[src/rtl/scaler_read_pkg.sv]
// Shared widths, retry-counter sizing and FSM state encoding for the scaler channel reader.
package scaler_read_pkg;

    localparam int WORD_W          = 14;
    localparam int COUNT_W         = 2 * WORD_W;
    localparam int MAX_RETRY_LIMIT = 7;
    localparam int RETRY_W         = $clog2(MAX_RETRY_LIMIT + 1);

    typedef enum logic [3:0] {
        ST_IDLE  = 4'd0,
        ST_RDA1  = 4'd1,
        ST_GAPA1 = 4'd2,
        ST_RDB   = 4'd3,
        ST_GAPB  = 4'd4,
        ST_RDA2  = 4'd5,
        ST_GAPA2 = 4'd6,
        ST_CHECK = 4'd7,
        ST_DONE  = 4'd8
    } state_e;

endpackage

[src/rtl/scaler_strobe_timer.sv]
// Settle-time down-counter shared by every read phase; o_sample marks the last strobe-low cycle.
module scaler_strobe_timer #(
    parameter int SETTLE_CYCLES = 2
) (
    input  logic i_clk,
    input  logic i_rst_n,
    input  logic i_load,
    output logic o_sample
);

    logic [3:0] r_cnt;

    always_ff @(posedge i_clk or negedge i_rst_n) begin
        if (!i_rst_n) begin
            r_cnt <= 4'd0;
        end else if (i_load) begin
            r_cnt <= 4'(SETTLE_CYCLES);
        end else if (r_cnt != 4'd0) begin
            r_cnt <= r_cnt - 4'd1;
        end
    end

    assign o_sample = (r_cnt == 4'd1);

endmodule

[src/rtl/scaler_channel_reader.sv]
// Coherent 28-bit snapshot reader: read A, read B, re-read A, retry on a high-word carry.
// Optional macro SCALER_READ_DELTA_EN adds the delta port and the prev-snapshot register.
module scaler_channel_reader
    import scaler_read_pkg::*;
#(
    parameter int SETTLE_CYCLES = 2,
    parameter int MAX_RETRY     = 3
) (
    input  logic               CLOCK,
    input  logic               rst_,
    input  logic               req,
    output logic               busy,
    output logic               RCHAT_,
    output logic               RCHBT_,
    input  logic [WORD_W-1:0]  CHAT,
    input  logic [WORD_W-1:0]  CHBT,
    output logic [COUNT_W-1:0] count,
    output logic               count_valid,
    input  logic               count_ready,
    output logic               count_err,
    output state_e             o_dbg_state
`ifdef SCALER_READ_DELTA_EN
    ,
    output logic [COUNT_W-1:0] delta
`endif
);

    // Result handshake: count_valid stays high with count/count_err frozen until the
    // edge where count_valid & count_ready are both high; ready alone does nothing.
    state_e               r_state;
    state_e               w_state_next;
    logic                 w_load;
    logic                 w_sample;
    logic                 w_mismatch;
    logic                 w_retry;
    logic [RETRY_W-1:0]   r_retry;
    logic [WORD_W-1:0]    r_a1;
    logic [WORD_W-1:0]    r_a2;
    logic [WORD_W-1:0]    r_b;
    logic [COUNT_W-1:0]   r_count;
    logic                 r_err;
    logic [COUNT_W-1:0]   w_snapshot;
`ifdef SCALER_READ_DELTA_EN
    logic [COUNT_W-1:0]   r_prev;
    logic [COUNT_W-1:0]   r_delta;
`endif

    assign w_mismatch = (r_a1 != r_a2);
    assign w_retry    = w_mismatch && (r_retry < RETRY_W'(MAX_RETRY));
    assign w_snapshot = {r_a2, r_b};

    scaler_strobe_timer #(.SETTLE_CYCLES(SETTLE_CYCLES)) u_timer (
        .i_clk    (CLOCK),
        .i_rst_n  (rst_),
        .i_load   (w_load),
        .o_sample (w_sample)
    );

    always_ff @(posedge CLOCK or negedge rst_) begin
        if (!rst_) begin
            r_state <= ST_IDLE;
        end else begin
            r_state <= w_state_next;
        end
    end

    always_comb begin
        w_state_next = r_state;
        case (r_state)
            ST_IDLE:  if (req) w_state_next = ST_RDA1;
            ST_RDA1:  if (w_sample) w_state_next = ST_GAPA1;
            ST_GAPA1: w_state_next = ST_RDB;
            ST_RDB:   if (w_sample) w_state_next = ST_GAPB;
            ST_GAPB:  w_state_next = ST_RDA2;
            // On a retry pass the CHECK cycle itself is the high gap after A2.
            ST_RDA2:  if (w_sample) w_state_next = (r_retry == '0) ? ST_GAPA2 : ST_CHECK;
            ST_GAPA2: w_state_next = ST_CHECK;
            ST_CHECK: w_state_next = w_retry ? ST_RDB : ST_DONE;
            ST_DONE:  if (count_ready) w_state_next = ST_IDLE;
            default:  w_state_next = ST_IDLE;
        endcase
        w_load = (w_state_next != r_state) &&
                 ((w_state_next == ST_RDA1) || (w_state_next == ST_RDB) ||
                  (w_state_next == ST_RDA2));
    end

    always_comb begin
        RCHAT_      = !((r_state == ST_RDA1) || (r_state == ST_RDA2));
        RCHBT_      = (r_state != ST_RDB);
        busy        = (r_state != ST_IDLE);
        count_valid = (r_state == ST_DONE);
    end

    always_ff @(posedge CLOCK or negedge rst_) begin
        if (!rst_) begin
            r_retry <= '0;
            r_a1    <= '0;
            r_a2    <= '0;
            r_b     <= '0;
            r_count <= '0;
            r_err   <= 1'b0;
`ifdef SCALER_READ_DELTA_EN
            r_prev  <= '0;
            r_delta <= '0;
`endif
        end else begin
            case (r_state)
                ST_IDLE:  if (req) r_retry <= '0;
                ST_RDA1:  if (w_sample) r_a1 <= CHAT;
                ST_RDB:   if (w_sample) r_b <= CHBT;
                ST_RDA2:  if (w_sample) r_a2 <= CHAT;
                ST_CHECK: begin
                    if (w_retry) begin
                        r_a1    <= r_a2;
                        r_retry <= r_retry + RETRY_W'(1);
                    end else begin
                        r_count <= w_snapshot;
                        r_err   <= w_mismatch;
`ifdef SCALER_READ_DELTA_EN
                        r_delta <= w_snapshot - r_prev;
                        r_prev  <= w_snapshot;
`endif
                    end
                end
                default: ;
            endcase
        end
    end

    assign count       = r_count;
    assign count_err   = r_err;
    assign o_dbg_state = r_state;
`ifdef SCALER_READ_DELTA_EN
    assign delta       = r_delta;
`endif

endmodule
[config.mk]
export PLATFORM = sky130hd
export DESIGN_NAME = scaler_channel_reader
export DESIGN_NICKNAME = d
export VERILOG_FILES = /design/src/rtl/scaler_read_pkg.sv /design/src/rtl/scaler_strobe_timer.sv /design/src/rtl/scaler_channel_reader.sv
export SDC_FILE = /design/constraint.sdc
export NUM_CORES = 1
export LEC_CHECK = 0
export CORE_UTILIZATION = 30
export DETAILED_ROUTE_END_ITERATION = 8
export SYNTH_ARGS = -nofsm -noshare
export SYNTH_HDL_FRONTEND = slang
export SYNTH_SLANG_ARGS = --single-unit
[constraint.sdc]
create_clock -name CLOCK -period 5.5 [get_ports CLOCK]
set_input_delay 0.825 -clock CLOCK [delete_from_list [all_inputs] [get_ports CLOCK]]
set_output_delay 0.825 -clock CLOCK [all_outputs]
set_load 0.05 [all_outputs]
==> summary.md, run 1 <==
| Metric | Value |
|---|---|
| Pwr Total | 2.65 mW |
| Final setup fails | 0 |
| Power Density | 549 nW/µm² |
| Post-DR wirelength/cell | 14.6 µm |
| Unrepaired setup endpoints after global routing | false |
| First-pass GRT wire length | about 13000 µm |
| Total core area | 12000 µm² |
| Post-route ant nets | 0 |
| Reg-to-Reg Start | u_timer.r_cnt[1]$_DFFE_PN0P_ |
| Top cells by count, synth | dfrtp_1, nand2_1, mux2_2, mux2_1, xnor2_1 |
| Initial antenna violation count | 0 |
| DR vias | 2420 |
| Placement Cell Area | roughly 4500 µm² |
| Hold EP | count[7]$_DFFE_PN0P_ |
| Yosys top cell area share | 55.4% |
| Final Max Tran Viols | 0 |
| Placed insts | 506 |
| Status | completed |
| CP startpoint kind | flop |
| Initial DRC Count | 108 |
| Sequential area share after synthesis | 55.4% |
| Crit. End Element | output pin |
| Register area | between 2000 and 2500 µm² |
| Share of layout cells above drive strength 1 | between 15 and 20% |
| Final wirelength | 7580 µm |
| CP cell instances | nor4_1 -> clkdlybuf4s50_1 |
| Vias in the first global route | approximately 2600 |
| DP Worst Slack | 2880 ps |
| Via/cell ratio | 4.64 |
| Tmin final | 2950 ps |
| Post-route cell area | 4820 µm² |
| Die ar. | between 10000 and 15000 µm² |
| Worst hold path type | flop to flop |
| Die X | 113 µm |
| Cts hold-fix bufs | 0 |
| Worst Skew | 8.33 ps |
| Post-Syn Instances | 299 |
| Worst path slowest cell | clkdlybuf4s50_1 |
| Crit Path Max Fanout | 13 |
| Yosys reg bits | 82 |
| DRC violations left | 0 |
| Nets@finish | 407 |
| Grt total ovfl | 0 |
| Critical path arrival | between 2000 and 2500 ps |
| CTS clk-pin slew, worst paths | ~60 ps |
| Largest stage delay on the critical path | about 880 ps |
| TritonRoute pass-1 iters | 4 |
| Syn-to-layout area delta | 30.2% |
| Period utilisation layout | 53.6% |
| EDFF count, synth | 0 |
| Synth top area cells | dfrtp_1, mux2_2, mux2_1, nand2_1, mux2_4 |
| Hold Path Depth | 1 |
| LEAKAGE | 2.18 nW |
| GRT Total Usage | 13.2% |
| HP Start | r_b[7]$_DFFE_PN0P_ |
| Maxcap violations | 0 |
| Clk sink count | 82 |
| Clock Tree Root | clkbuf_16 |
| Least-Margin Pin Slew | roughly 1100 ps |
| Mapped Area | 3700 µm² |
| Netlist cell types | 36 |
| Worst reg2reg endpoint | r_a1[13]$_DFFE_PN0P_ |
| Later-pin clock latency in the skew report | 330 ps |
| Multi-input combinational cell area | 1580 µm² |
| Slew headroom | between 20% and 30% |
| Mapped Nets | 336 |
| N_diodes | 0 |
| Worst r2r path cells | 7 |
| H-tree depth | 3 |
| Synth async-reset ratio | 100% |
| Cts repair resizes | 0 |
| Fin worst setup slack | ~2600 ps |
| Port bufs | 68 |
| TNS Setup | 0 ps |
| Postcts setup bufs | 0 |
| # IOs | 69 |
| Most frequent cell after synthesis | dfrtp_1 |
| Post-route insts no fill | 521 |
| Worst IR Drop VDD | 0.179 mV |
| Avg Cell Area, Syn | ~12 µm² |
| Critical Path RT | 4680 ps |
| Prevailing post-synth register cell | dfrtp_1 |
| Die Ht | 113 µm |
| Initial Utilization | 30.8% |
| Worst reg2reg setup slack | 3020 ps |
| Syn. warnings | 0 |
| Fmax | about 340 MHz |
| Final Hold Fails | 0 |
| # rows | 40 |
| Critical path origin | o_dbg_state[1]$_DFF_PN0_ |
| Synth area leader | dfrtp_1 |
| RD Place Congestion | 0.801 |
| Clock buffer depth | 2 |
| TritonCTS clock tree | yes |
| Critical path class | flop to output pin |
| DPL Wire Length | 5000 µm |
| Largest net degree at the start of global routing | 83 |
| Layout fillers | 1156 |
| Total CTS buffers | 9 |
## critical path, delay by kind of cell (launching register included)
family,cells,cell delay [ps]
DFF,1,500
and+or+nand+nor,1,420
buffers and inverters,1,880
## final cells by class
type                            count  area share, %
Sequential cell                    82           42.5
Multi-Input combinational cell    199           32.8
Timing Repair Buffer               71           14.5
Clock buffer                       13           4.98
Tap cell                          147           3.81
Clock inverter                      2          0.804
Inverter                            7          0.545
## metal layers
layer	vias up	track usage [%]	wire length, µm
met3	9	4.23	435
met1	1190	17.0	3500
li1	1166	-	-
met4	0	4.56	99
met5	-	0	0
met2	55	21.0	3540
## flip-flops by register name, summed over array words and instances (netlist names)
signal	cells
count	28
count_err	1
o_dbg_state	4
r_a1	14
r_a2	14
r_b	14
r_retry	3
u_timer.r_cnt	4
## how the worst max path moves through the flow
| stage | end | slack, ps | cells past startpoint |
|---|---|---|---|
| floorplan | count_valid | 2230 | 2 |
| global placement | count_valid | 2880 | 2 |
| detailed placement | count_valid | 2880 | 2 |
| CTS | count_valid | 2520 | 2 |
| global route | count_valid | 2460 | 3 |
| finish | count_valid | 2550 | 2 |
## per-stage QoR
stage               hold WS [ps]  utilization, %
floorplan                    454               -
global placement             461            37.8
detailed placement           472            37.8
CTS                          486            40.2
global route                 500            40.2
finish                       482            40.2
## where the power goes
part	total [mW]	switching (mW)	internal, mW
logic	1.03	0.554	0.475
registers	1.04	0.193	0.846
clock network	0.582	0.231	0.351
total	2.65	0.978	1.67
## cell families (layout without fill, tap and decap cells)
family | Yosys count | in the layout | synth area share, %
AND/OR/NAND/NOR | 87 | 87 | 10.9
XOR/XNOR | 15 | 15 | 3.55
flip-flops | 82 | 82 | 55.4
multiplexers | 72 | 72 | 22.7
buffers and inverters | 18 | 93 | 2.23
AO/OA/AOI/OAI | 20 | 20 | 3.48
adder cells (fa/ha/maj) | 5 | 5 | 1.69
## layout by cell type, fill, tap and decap left out, drive strengths merged, types with 3 or more instances in the layout
cell type,count
buf,4
inv,7
nor2,11
mux2,70
o21ai,4
clkdlybuf4s50,67
xnor2,15
nor3,4
dfrtp,82
a21oi,9
ha,5
clkbuf,13
nand2,50
nand2b,5
nand4,3
nand3,4
No activity file was read; power rests on OpenSTA's default activity.
==> inputs of run 2 (changes only) <==
==> constraint.sdc (replaced) <==
create_clock -name CLOCK -period 3.05 [get_ports CLOCK]
set_input_delay 0.4575 -clock CLOCK [delete_from_list [all_inputs] [get_ports CLOCK]]
set_output_delay 0.4575 -clock CLOCK [all_outputs]
set_load 0.05 [all_outputs]
==> summary.md, run 2 (same netlist as run 1, synthesis figures left out) <==
| Metric | Value |
|---|---|
| DR vias | 2444 (was 2420) |
| Vias in the first global route | 2579 (was 2586) |
| Later-pin clock latency in the skew report | 330 ps (about the same) |
| Port bufs | 68 (unchanged) |
| Crit Path Max Fanout | 7 (was 13) |
| CP startpoint kind | flop (unchanged) |
| Maxcap violations | 0 (unchanged) |
| Worst Skew | 5.80 ps (was 8.33 ps) |
| Crit. End Element | output pin (unchanged) |
| Max FFs per register | 28 (unchanged) |
| Largest net degree at the start of global routing | 83 (unchanged) |
| # rows | 40 (unchanged) |
| Worst IR Drop VDD | 0.353 mV (was 0.179 mV) |
| Critical Path RT | 2590 ps (was 4680 ps) |
| Worst reg2reg endpoint | r_a1[0]$_DFFE_PN0P_ (was r_a1[13]$_DFFE_PN0P_) |
| Commonest non-fill, non-tap cell in the layout | dfrtp_1 (unchanged) |
| Fin worst setup slack | 403 ps (was 2550 ps) |
| Die ar. | 12800 µm² (unchanged) |
| Worst reg2reg setup slack | 600 ps (was 3020 ps) |
| Tmin final | around 2600 ps |
| Post-route cell area | 4850 µm² (was 4820 µm²) |
| RD Place Congestion | 0.734 (was 0.801) |
| Critical path class | flop to output pin (unchanged) |
| Layout fillers | 1163 (was 1156) |
| Status | completed (unchanged) |
| Post-route ant nets | 0 (unchanged) |
| Postcts setup bufs | 0 (unchanged) |
| Share of layout cells above drive strength 1 | 17.0% (was 16.0%) |
| First-pass GRT wire length | 12800 µm (was 13200 µm) |
| N_diodes | 0 (unchanged) |
| Slew headroom | 22.5% (was 29.8%) |
| Worst r2r path cells | 8 (was 7) |
| Worst hold slack | 307 ps (was 482 ps) |
| Reg-to-Reg Start | u_timer.r_cnt[1]$_DFFE_PN0P_ (unchanged) |
| TritonCTS clock tree | yes (unchanged) |
| Total core area | 12000 µm² (unchanged) |
| H-tree depth | 3 (unchanged) |
| Most frequent cells in the layout | dfrtp_1, clkdlybuf4s50_1, nand2_1 (unchanged) |
| Die X | 113 µm (unchanged) |
| Initial Utilization | 30.8% (unchanged) |
| Via/cell ratio | 4.67 (was 4.64) |
| CTS clk-pin slew, worst paths | 60 ps (about the same) |
| Worst path slowest cell | clkdlybuf4s50_1 (unchanged) |
| LEAKAGE | 2.20 nW (was 2.18 nW) |
| Nets@finish | 409 (was 407) |
| # IOs | 69 (unchanged) |
| Critical path arrival | 2190 ps (was 2120 ps) |
| Die Ht | 113 µm (unchanged) |
| DP Worst Slack | 591 ps (was 2880 ps) |
| Pwr Total | 4.79 mW (was 2.65 mW) |
| Initial antenna violation count | 0 (unchanged) |
| Least-Margin Pin Slew | 1160 ps (was 1050 ps) |
| TritonRoute pass-1 iters | 4 (unchanged) |
| Worst hold path type | input port to async pin (was flop to flop) |
| Multi-input combinational cell area | 1580 µm² (unchanged) |
| Grt total ovfl | 0 (unchanged) |
| Register area | 2050 µm² (unchanged) |
| Post-layout util | 40.4% (was 40.2%) |
| GRT Total Usage | 13.0% (was 13.2%) |
| Cts hold-fix bufs | 0 (unchanged) |
| DPL Wire Length | 4970 µm (was 5000 µm) |
| DRC violations left | 0 (unchanged) |
| Final wirelength | 7440 µm (was 7580 µm) |
| Post-DR wirelength/cell | 14.2 µm (was 14.6 µm) |
| Final Hold Fails | 0 (unchanged) |
| Final setup fails | 0 (unchanged) |
| TNS Setup | 0 ps (unchanged) |
| Final Max Tran Viols | 0 (unchanged) |
| Total CTS buffers | 9 (unchanged) |
| Period utilisation layout | just under 90% |
| Clock Tree Root | clkbuf_16 (unchanged) |
| Fmax | 378 MHz |
| Clk sink count | 82 (unchanged) |
| Power Density | 988 nW/µm² (was 549 nW/µm²) |
| Initial DRC Count | 116 (was 108) |
| Largest stage delay on the critical path | 890 ps (was 880 ps) |
| Post-route insts no fill | 523 (was 521) |
| Clock buffer depth | 2 (unchanged) |
| Placed insts | 508 (was 506) |
| CP cell instances | inv_1 -> nor4_1 -> clkdlybuf4s50_1 (was nor4_1 -> clkdlybuf4s50_1) |
| Unrepaired setup endpoints after global routing | false (unchanged) |
| Placement Cell Area | 4560 µm² (was 4550 µm²) |
| Cts repair resizes | 0 (unchanged) |
| Syn-to-layout area delta | 30.8% (was 30.2%) |
[run 2: cell types whose count changed in the layout (fill, tap and decap cells not counted)]
| cell | previous run | this run |
|---|---|---|
| buf_4 | 4 | 6 |
| clkbuf_1 | 4 | 2 |
| clkinv_2 | 0 | 2 |
| clkbuf_8 | 0 | 1 |
| clkinv_4 | 1 | 0 |
[run 2: power by group]
| group | leakage [nW] | switching [mW] | internal, mW |
|---|---|---|---|
| clock network | 0.142 | 0.409 | 0.650 |
| logic | 1.02 | 0.996 | 0.863 |
| registers | 1.04 | 0.346 | 1.53 |
| total | 2.20 | 1.75 | 3.04 |
[run 2: metal layers]
metal	global-route usage, %	wire length (µm)
met3	3.75	367
met4	5.53	116
met2	20.6	3490
met1	16.5	3460
met5	0	0
[run 2: layout make-up]
type / count / area share [%]
clock buffers: 12 / 5.09
flip-flops and latches: 82 / 42.3
inverters: 7 / 0.542
well taps: 147 / 3.79
multi-input cells: 199 / 32.7
clock inverters: 3 / 0.826
repair buffers: 73 / 14.8
[run 2: worst max-delay path by stage]
stage                                 startpoint                  end  slack, ps  depth (start not counted)
floorplan               o_dbg_state[1]$_DFF_PN0_          count_valid        140                          2
detailed placement  u_timer.r_cnt[1]$_DFFE_PN0P_  r_a1[0]$_DFFE_PN0P_        590                          8
global route            o_dbg_state[3]$_DFF_PN0_          count_valid        280                          3
finish                  o_dbg_state[3]$_DFF_PN0_          count_valid        400                          3
CTS                     o_dbg_state[3]$_DFF_PN0_          count_valid        400                          3
global placement    u_timer.r_cnt[1]$_DFFE_PN0P_  r_a1[4]$_DFFE_PN0P_        650                          8
[run 2: worst max-delay path: cells and delay by family, from the launching register on]
kind                   cells  cell delay, ps
flip-flops                 1             490
AND/OR/NAND/NOR            1             380
buffers and inverters      2             990
==> inputs of run 3 (changes only) <==
--- a/config.mk
+++ b/config.mk
@@ -9,4 +9,5 @@
 export DETAILED_ROUTE_END_ITERATION = 8
 export SYNTH_ARGS = -nofsm -noshare
 export SYNTH_HDL_FRONTEND = slang
+export SYNTH_HIERARCHICAL = 1
 export SYNTH_SLANG_ARGS = --single-unit
==> summary.md, run 3 <==
| Metric | Value |
|---|---|
| Status | completed (unchanged) |
| Final Max Tran Viols | 0 (unchanged) |
| Tmin final | 2670 ps (was 2650 ps) |
| Clock Tree Root | clkbuf_16 (unchanged) |
| LEAKAGE | 2.05 nW (was 2.20 nW) |
| Port bufs | 68 (unchanged) |
| Initial DRC Count | 65 (was 116) |
| Fin worst setup slack | 378 ps (was 403 ps) |
| Die X | 114 µm (was 113 µm) |
| Critical Path RT | 2590 ps (about the same) |
| RD Place Congestion | 0.708 (was 0.734) |
| # rows | 40 (unchanged) |
| Initial Utilization | 31.0% (was 30.8%) |
| Critical path class | flop to output pin (unchanged) |
| Worst Skew | 6.61 ps (was 5.80 ps) |
| NetSw | 2.11 mW (was 1.75 mW) |
| Pwr Total | 5.54 mW (was 4.79 mW) |
| DPL Wire Length | 4900 µm (was 4970 µm) |
| Nets@finish | 375 (was 409) |
| Total CTS buffers | 9 (unchanged) |
| Largest net degree at the start of global routing | 83 (unchanged) |
| Postcts setup bufs | 0 (unchanged) |
| Prevailing post-synth register cell | dfrtp_1 (unchanged) |
| Synth area leader | dfrtp_1 (unchanged) |
| Worst r2r path cells | 9 (was 8) |
| Cts repair resizes | 0 (unchanged) |
| Crit. End Element | output pin (unchanged) |
| TritonCTS clock tree | yes (unchanged) |
| Die Ht | 114 µm (was 113 µm) |
| Syn. warnings | 6 (was 0) |
| Post-layout util | 40.7% (was 40.4%) |
| Initial antenna violation count | 0 (unchanged) |
| Yosys top cell area share | 54.7% (was 55.4%) |
| N_diodes | 0 (unchanged) |
| Internal power | 3.43 mW (was 3.04 mW) |
| Post-DR wirelength/cell | 14.5 µm (was 14.2 µm) |
| Clock share of power | 21.6% (was 22.1%) |
| Grt total ovfl | 0 (unchanged) |
| Vias in the first global route | 2392 (was 2579) |
| Share of layout cells above drive strength 1 | 33.1% (was 17.0%) |
| EDFF count, synth | 0 (unchanged) |
| Power Density | 1120 nW/µm² (was 988 nW/µm²) |
| CTS clk-pin slew, worst paths | 60 ps (about the same) |
| Clock buffer depth | 2 (unchanged) |
| Fmax | 374 MHz (was 378 MHz) |
| DR vias | 2338 (was 2444) |
| DRC violations left | 0 (unchanged) |
| TritonRoute pass-1 iters | 4 (unchanged) |
| Period utilisation layout | 87.6% (was 86.8%) |
| Sequential area share after synthesis | 54.7% (was 55.4%) |
| Crit Path Max Fanout | 12 (was 7) |
| Post-route insts no fill | 512 (was 523) |
| Logic pwr share | 42.6% (was 38.8%) |
| Netlist cell types | 33 (was 36) |
| Post-Syn Instances | 269 (was 299) |
| Worst IR Drop VDD | 0.682 mV (was 0.353 mV) |
| Final wirelength | 7400 µm (was 7440 µm) |
| Maxcap violations | 0 (unchanged) |
| Via/cell ratio | 4.57 (was 4.67) |
| Commonest non-fill, non-tap cell in the layout | dfrtp_1 (unchanged) |
| Final Hold Fails | 0 (unchanged) |
| Placement Cell Area | 4600 µm² (was 4560 µm²) |
| Max FFs per register | 28 (unchanged) |
| DP Worst Slack | 419 ps (was 591 ps) |
| Unrepaired setup endpoints after global routing | false (unchanged) |
| Least-Margin Pin Slew | 1060 ps (was 1160 ps) |
| Slew headroom | 29.3% (was 22.5%) |
| Avg Cell Area, Syn | 13.9 µm² (was 12.4 µm²) |
| Synth async-reset ratio | 100% (unchanged) |
| Synth top area cells | dfrtp_1, mux2_2, mux2_4, xnor2_1, ha_1 (was dfrtp_1, mux2_2, mux2_1, nand2_1, mux2_4) |
| TNS Setup | 0 ps (unchanged) |
| CP startpoint kind | flop (unchanged) |
| Clk sink count | 82 (unchanged) |
| Cts hold-fix bufs | 0 (unchanged) |
| Syn-to-layout area delta | 31.5% (was 30.8%) |
| Most frequent cells in the layout | dfrtp_1, mux2_2, clkdlybuf4s50_1 (was dfrtp_1, clkdlybuf4s50_1, nand2_1) |
| Switching share of power | 38.1% (was 36.6%) |
| GRT Total Usage | 12.4% (was 13.0%) |
| Die ar. | 12900 µm² (was 12800 µm²) |
| Worst hold path type | input port to async pin (unchanged) |
| Mapped Area | 3750 µm² (was 3700 µm²) |
| Placed insts | 496 (was 508) |
| Mapped Nets | 305 (was 336) |
| Top cells by count, synth | dfrtp_1, mux2_2, xnor2_1, mux2_4, a21oi_1 (was dfrtp_1, nand2_1, mux2_2, mux2_1, xnor2_1) |
| Worst hold slack | 299 ps (was 307 ps) |
| Yosys reg bits | 82 (unchanged) |
| Post-route ant nets | 0 (unchanged) |
| First-pass GRT wire length | 12300 µm (was 12800 µm) |
| Post-route cell area | 4930 µm² (was 4850 µm²) |
| Later-pin clock latency in the skew report | 340 ps (was 330 ps) |
| # IOs | 69 (unchanged) |
| Most frequent cell after synthesis | dfrtp_1 (unchanged) |
| Final setup fails | 0 (unchanged) |
| Total core area | 12100 µm² (was 12000 µm²) |
| Reg power frac | 35.8% (was 39.1%) |
| H-tree depth | 3 (unchanged) |
| Critical path arrival | 2210 ps (was 2190 ps) |
run 3: layout make-up:
cell class | instances | area (µm²)
clock inverter | 7 | 106
sequential | 82 | 2050
tap | 168 | 210
timing repair buffer | 72 | 708
inverter | 7 | 26.3
clock buffer | 9 | 225
multi-input combinational | 167 | 1600
fill | 1182 | 7180
run 3: worst paths after layout:
path	from	end	slack (ps)
max in group asynchronous	rst_	count[14]$_DFFE_PN0P_	2060
hold / removal	rst_	u_timer/r_cnt[3]$_DFFE_PN0P_	300
min in group CLOCK	count[2]$_DFFE_PN0P_	count[2]$_DFFE_PN0P_	500
setup / recovery	o_dbg_state[0]$_DFF_PN0_	count_valid	380
hold reg to reg	count[2]$_DFFE_PN0P_	count[2]$_DFFE_PN0P_	500
setup reg to reg	u_timer/r_cnt[1]$_DFFE_PN0P_	u_timer/r_cnt[3]$_DFFE_PN0P_	390
run 3: power groups by stage:
stage	combinational [mW]	sequential [mW]	clock, mW
CTS	2.39	1.99	1.23
global route	2.51	2.06	1.28
floorplan	1.15	2.53	0
detailed placement	2.38	2.01	0
global placement	2.35	1.98	0
finish	2.36	1.98	1.20
run 3: critical path, cell delays in order (launching register included):
cell	delay [ps]
dfrtp_1	500
nor3_1	400
and2_1	180
clkdlybuf4s50_1	790
run 3: layer usage:
| metal | track usage [%] | wire length [µm] | vias to the layer above |
|---|---|---|---|
| met2 | 19.6 | 3440 | 54 |
| met1 | 15.9 | 3480 | 1187 |
| met5 | 0 | 0 | - |
| met3 | 3.93 | 360 | 12 |
| li1 | - | - | 1085 |
| met4 | 4.94 | 121 | 0 |
run 3: cell families (layout without fill, tap and decap cells):
kind of cell             after synthesis  count (layout)  share of synthesized area (%)
AND/OR/NAND/NOR                       40              40                           6.88
flip-flops                            82              82                           54.7
multiplexers                          90              90                           27.9
XOR/XNOR                              14              14                           3.27
adder cells (fa/ha/maj)                4               4                           1.34
AO/OA/AOI/OAI                         19              19                           3.14
buffers and inverters                 20              95                           2.70
